<file path="src/rtl/sum_accumulator.sv">
// Purpose: accumulate adder sums into a saturating total and emit one result word per block.
// Latency: out_valid rises the cycle after the accept (or flush) that closes the block.
// Backpressure: in_ready drops while a result is held; HOLD persists until out_ready.
module sum_accumulator #(
  parameter int DATA_W = 8,
  parameter int ACC_W  = 16
) (
  input  logic              clk,
  input  logic              rst,
  input  logic              in_valid,
  output logic              in_ready,
  input  logic [DATA_W:0]   in_sum,
  input  logic [7:0]        len,
  input  logic              flush,
  output logic              out_valid,
  input  logic              out_ready,
  output logic [ACC_W-1:0]  out_acc,
  output logic [8:0]        out_count,
  output logic              out_ovf
);

  localparam int PAD = ACC_W - DATA_W - 1;

  typedef enum logic [1:0] {
    IDLE  = 2'd0,
    ACCUM = 2'd1,
    HOLD  = 2'd2
  } state_t;

  state_t           state_q, state_d;
  logic [ACC_W-1:0] acc_q, acc_d;
  logic [8:0]       cnt_q, cnt_d;
  logic             ovf_q, ovf_d;
  logic [8:0]       len_q, len_d;
  logic [ACC_W-1:0] out_acc_q, out_acc_d;
  logic [8:0]       out_count_q, out_count_d;
  logic             out_ovf_q, out_ovf_d;

  logic             accept;
  logic [ACC_W:0]   sum_wide;
  logic             close;

  // Handshake signals are a pure decode of the state register.
  always_comb begin
    in_ready  = (state_q != HOLD);
    out_valid = (state_q == HOLD);
    out_acc   = out_acc_q;
    out_count = out_count_q;
    out_ovf   = out_ovf_q;
  end

  // Next-state, accumulation and result capture.
  always_comb begin
    state_d     = state_q;
    acc_d       = acc_q;
    cnt_d       = cnt_q;
    ovf_d       = ovf_q;
    len_d       = len_q;
    out_acc_d   = out_acc_q;
    out_count_d = out_count_q;
    out_ovf_d   = out_ovf_q;
    close       = 1'b0;
    accept      = in_valid & in_ready;
    // One extra bit catches the carry out of the accumulator.
    sum_wide    = {1'b0, acc_q} + {{(PAD + 1){1'b0}}, in_sum};

    case (state_q)
      IDLE: begin
        if (accept) begin
          // A length of 0 encodes a full 256-sample block.
          len_d = (len == 8'd0) ? 9'd256 : {1'b0, len};
          acc_d = {{PAD{1'b0}}, in_sum};
          cnt_d = 9'd1;
          ovf_d = 1'b0;
          close = (len_d == 9'd1) || flush;
          state_d = close ? HOLD : ACCUM;
        end
      end
      ACCUM: begin
        if (accept) begin
          cnt_d = cnt_q + 9'd1;
          if (sum_wide[ACC_W]) begin
            acc_d = '1;
            ovf_d = 1'b1;
          end else begin
            acc_d = sum_wide[ACC_W-1:0];
          end
        end
        // A sample accepted alongside flush still belongs to this block.
        close = (accept && (cnt_d == len_q)) || flush;
        if (close) begin
          state_d = HOLD;
        end
      end
      HOLD: begin
        if (out_ready) begin
          state_d = IDLE;
          acc_d   = '0;
          cnt_d   = '0;
          ovf_d   = 1'b0;
        end
      end
      default: begin
        state_d = IDLE;
      end
    endcase

    // Snapshot the block totals including any sample taken this cycle.
    if (close) begin
      out_acc_d   = acc_d;
      out_count_d = cnt_d;
      out_ovf_d   = ovf_d;
    end
  end

  // State and datapath registers; reset drops any partial block or pending result.
  always_ff @(posedge clk or posedge rst) begin
    if (rst) begin
      state_q     <= IDLE;
      acc_q       <= '0;
      cnt_q       <= '0;
      ovf_q       <= 1'b0;
      len_q       <= '0;
      out_acc_q   <= '0;
      out_count_q <= '0;
      out_ovf_q   <= 1'b0;
    end else begin
      state_q     <= state_d;
      acc_q       <= acc_d;
      cnt_q       <= cnt_d;
      ovf_q       <= ovf_d;
      len_q       <= len_d;
      out_acc_q   <= out_acc_d;
      out_count_q <= out_count_d;
      out_ovf_q   <= out_ovf_d;
    end
  end

endmodule

</file>
<file path="config.mk">
export PLATFORM = sky130hd
export DESIGN_NAME = sum_accumulator
export DESIGN_NICKNAME = d
export VERILOG_FILES = /design/src/rtl/sum_accumulator.sv
export SDC_FILE = /design/constraint.sdc
export NUM_CORES = 1
export LEC_CHECK = 0
export ABC_AREA = 1
export CAP_MARGIN = 20
export CORE_ASPECT_RATIO = 1.1
export CORE_MARGIN = 2
export CORE_UTILIZATION = 30
export CTS_CLUSTER_SIZE = 30
export DETAILED_ROUTE_END_ITERATION = 10
export DONT_BUFFER_PORTS = 1
export PLACE_DENSITY_LB_ADDON = 0.1
export SYNTH_ARGS = -nofsm -noshare
export SYNTH_HDL_FRONTEND = slang
export SYNTH_SLANG_ARGS = --single-unit
</file>
<file path="constraint.sdc">
create_clock -name clk -period 4.3 [get_ports clk]
set_input_delay 0.86 -clock clk [delete_from_list [all_inputs] [get_ports clk]]
set_output_delay 0.86 -clock clk [all_outputs]
set_load 0.01 [all_outputs]
</file>
==> results.json <==
{
  "leakage_nw": 2.24,
  "cts-root-buf": "clkbuf_16",
  "muxShareOfSynthArea_pct": 0,
  "cap_viol_max_count": 0,
  "crit_type": "flip-flop to flip-flop",
  "grt.total_usage_pct": 17.6,
  "wl_met2_um": 5850,
  "min_period_over_period_pct": 74.3,
  "pwr_density_cell_nw_per_um2": 661,
  "place.gp.congestion": 0.886,
  "worst-path-buf-inv": 1,
  "maxSlewViolCount": 0,
  "crit_top_cell": "nand2_1",
  "drc": 0,
  "clockBufferDepth": 2,
  "synth_top_family_by_area": "simple AND/OR/NAND/NOR gates",
  "grt_pass1_wl_um": 18800,
  "dr.pass1.iters": 4,
  "row_count": 43,
  "numPortBuffers": 0,
  "worst_hold_slack_ns": 0.509,
  "crit_cells": 16,
  "io_pins": 50,
  "cpMaxStageDelayCell": "dfrtp_1",
  "cts.repair.resized": 0,
  "vias": 3592,
  "grt_start_max_net_pins": 35,
  "dpl_cell_area_um2": 3980,
  "numCtsBuffers": 9,
  "slowest_delay_ns": 0.51,
  "clock_latency_ns": 0.33,
  "crit_start": "state_q[0]",
  "cts_hold_buf": 0,
  "area_delta_synth_final_pct": 12.1,
  "setup_viol": 0,
  "ant_nets": 0,
  "fillers": 1391,
  "hpwl_um": 8460,
  "cts_tree": "done",
  "postSynthCellCount": 548,
  "wl_met1_um": 4980,
  "finish.utilization_pct": 34.4,
  "relSlewSlack_pct": 36.2,
  "arrival_ns": 3.46,
  "endpoint": "out_count[3]",
  "crit_chain": "inv_2 > nand2_4 > nand2_2 > ha_1 > xor2_1 > nor2_1 > nand2_1 > nor2_1 > nand3_1 > nor2_1 > nand3_1 > nand2_1 > nand2_4 > nand2_4 > nand2_1 > nand2_1",
  "fin_skew_ns": 0.0105,
  "ir_worst_vdd_mv": 0.351,
  "hold_path.class": "input port to async pin",
  "rr_endpoint": "out_count[3]",
  "required_ns": 4.56,
  "syn-cell-area_um2": 3840,
  "yosysWarnings": 0,
  "worstRegToRegCells": 16,
  "clkSlewWorstSetupHoldPaths_ns": 0.05,
  "period_minus_slack_ns": 3.19,
  "post_cts_buffers": 0,
  "die-area_um2": 13700,
  "synthSimpleGateAreaFrac_pct": 36.6,
  "synth_nets": 582,
  "outcome": "finished, final reports clean",
  "die_x_um": 112,
  "fmax_mhz": 313,
  "routedWlPerCell_um": 16.4,
  "die_h_um": 123,
  "layout-drive-gt1-share_pct": 5.82,
  "r2r_slack_ns": 1.11,
  "start_util_pct": 30.7,
  "final.setup.tns_ns": 0,
  "hold_violations": 0,
  "worstPathMaxFanout": 28,
  "rr_startpoint": "state_q[0]",
  "overflow": 0,
  "rsz0062_at_grt": "no",
  "wl_um": 11600,
  "dr_wl_met3_um": 512,
  "core_area_um2": 12500,
  "antenna_cells": 0,
  "grt_pass1_vias": 3540,
  "cp_top_family": "simple AND/OR/NAND/NOR gates",
  "synth_compound_area_share_pct": 9.54,
  "synthDistinctLibCells": 31,
  "synthAdderAreaFrac_pct": 4.10,
  "htreeDepth": 3,
  "worstMarginPinSlew_ns": 0.953,
  "seq_area_frac_synth_pct": 41.0,
  "grt_antenna_before_repair": 0,
  "routed.top_layer": "met4",
  "nets": 580,
  "clock_sinks": 63,
  "dr.first_iter.drc_count": 173,
  "finalInstanceArea_um2": 4310,
  "synth_xor_area_share_pct": 0.911,
  "start_kind": "flip-flop",
  "via_per_inst": 5.08,
  "synth_area_per_cell_um2": 7.01,
  "synth-seq-cells": 63,
  "crit_path_end_kind": "flip-flop"
}
-- layer usage --
| layer | global-route usage (%) | vias to the layer above |
|---|---|---|
| met2 | 31.1 | 79 |
| met1 | 21.1 | 1727 |
| met4 | 6.17 | 0 |
| met5 | 0 | - |
| li1 | - | 1771 |
| met3 | 4.10 | 15 |
-- sequential cells by signal (all words and copies together) (netlist names) --
signal,count
out_ovf,1
cnt_q,9
out_count,9
out_acc,16
ovf_q,1
state_q,2
acc_q,16
len_q,9
-- how the worst min path moves through the flow --
stage	start	to	cells past startpoint
floorplan	len_q[2]	len_q[2]	2
global placement	len_q[0]	len_q[0]	2
detailed placement	len_q[0]	len_q[0]	2
CTS	len_q[0]	len_q[0]	2
global route	rst	out_count[2]	1
finish	rst	out_count[2]	1
-- Yosys cell counts, drive strengths merged --
| master | n | area share (%) |
|---|---|---|
| a211oi | 1 | 0.20 |
| a21boi | 1 | 0.20 |
| a21oi | 29 | 3.8 |
| a31oi | 2 | 0.33 |
| buf | 12 | 2.0 |
| clkbuf | 5 | 0.49 |
| clkinv | 1 | 0.098 |
| dfrtp | 63 | 41 |
| fa | 1 | 0.52 |
| ha | 11 | 3.6 |
| inv | 54 | 5.3 |
| nand2 | 205 | 21 |
| nand3 | 75 | 9.8 |
| nand3b | 5 | 0.98 |
| nand4 | 4 | 0.65 |
| nor2 | 30 | 3.1 |
| nor3 | 6 | 0.78 |
| o211ai | 1 | 0.20 |
| o21ai | 27 | 3.5 |
| o21bai | 4 | 0.78 |
| o221ai | 1 | 0.23 |
| o22ai | 2 | 0.33 |
| or2 | 4 | 0.65 |
| xnor2 | 1 | 0.23 |
| xor2 | 3 | 0.68 |
-- report_power, final --
| group | switching [mW] | internal [mW] | leakage, nW |
|---|---|---|---|
| combinational | 0.783 | 0.341 | 1.23 |
| clock | 0.259 | 0.550 | 0.165 |
| sequential | 0.166 | 0.750 | 0.842 |
-- layout by cell type (no fill, tap or decap), types with 3 or more instances in the layout --
cell       synthesis  final
or2_2              4      4
nand2_1          201    201
ha_1              11     11
nand3_1           75     75
nor2_2             3      3
o21ai_0           27     27
nor2_1            27     27
nor3_1             6      6
inv_1             53     52
buf_4              0      4
o21bai_1           4      4
xor2_1             3      3
nand3b_1           5      5
clkbuf_16          0      9
a21oi_1           29     29
nand4_1            4      4
dfrtp_1           63     63
nand2_4            3      3
clkbuf_8           0      3
-- cell families after synthesis --
kind of cell / Yosys count
xor gates and xnor gates: 4
adders and majority gates: 12
AOI/OAI and AO/OA: 68
buffers and inverters: 72
DFF: 63
and+or+nand+nor: 329
-- stage by stage --
stage / power [mW] / cells / setup slack [ns]
3_3_place_gp: 2.05 / 692 / 1.02
5_1_grt: 3.08 / 707 / 0.743
2_1_floorplan: 1.73 / 548 / 1.33
6_report: 2.85 / 707 / 1.11
4_1_cts: 2.89 / 707 / 1.06
3_5_place_dp: 2.06 / 692 / 1.01
-- layout make-up --
| class | instances | area (um2) | area share, % |
|---|---|---|---|
| clock buffer | 12 | 267 | 6.19 |
| clock inverter | 3 | 65.1 | 1.51 |
| inverter | 55 | 206 | 4.79 |
| multi-input combinational | 413 | 1970 | 45.7 |
| sequential | 63 | 1580 | 36.6 |
| tap | 157 | 196 | 4.56 |
| timing repair buffer | 4 | 30.0 | 0.697 |
No activity file was read; power rests on OpenSTA's default activity.
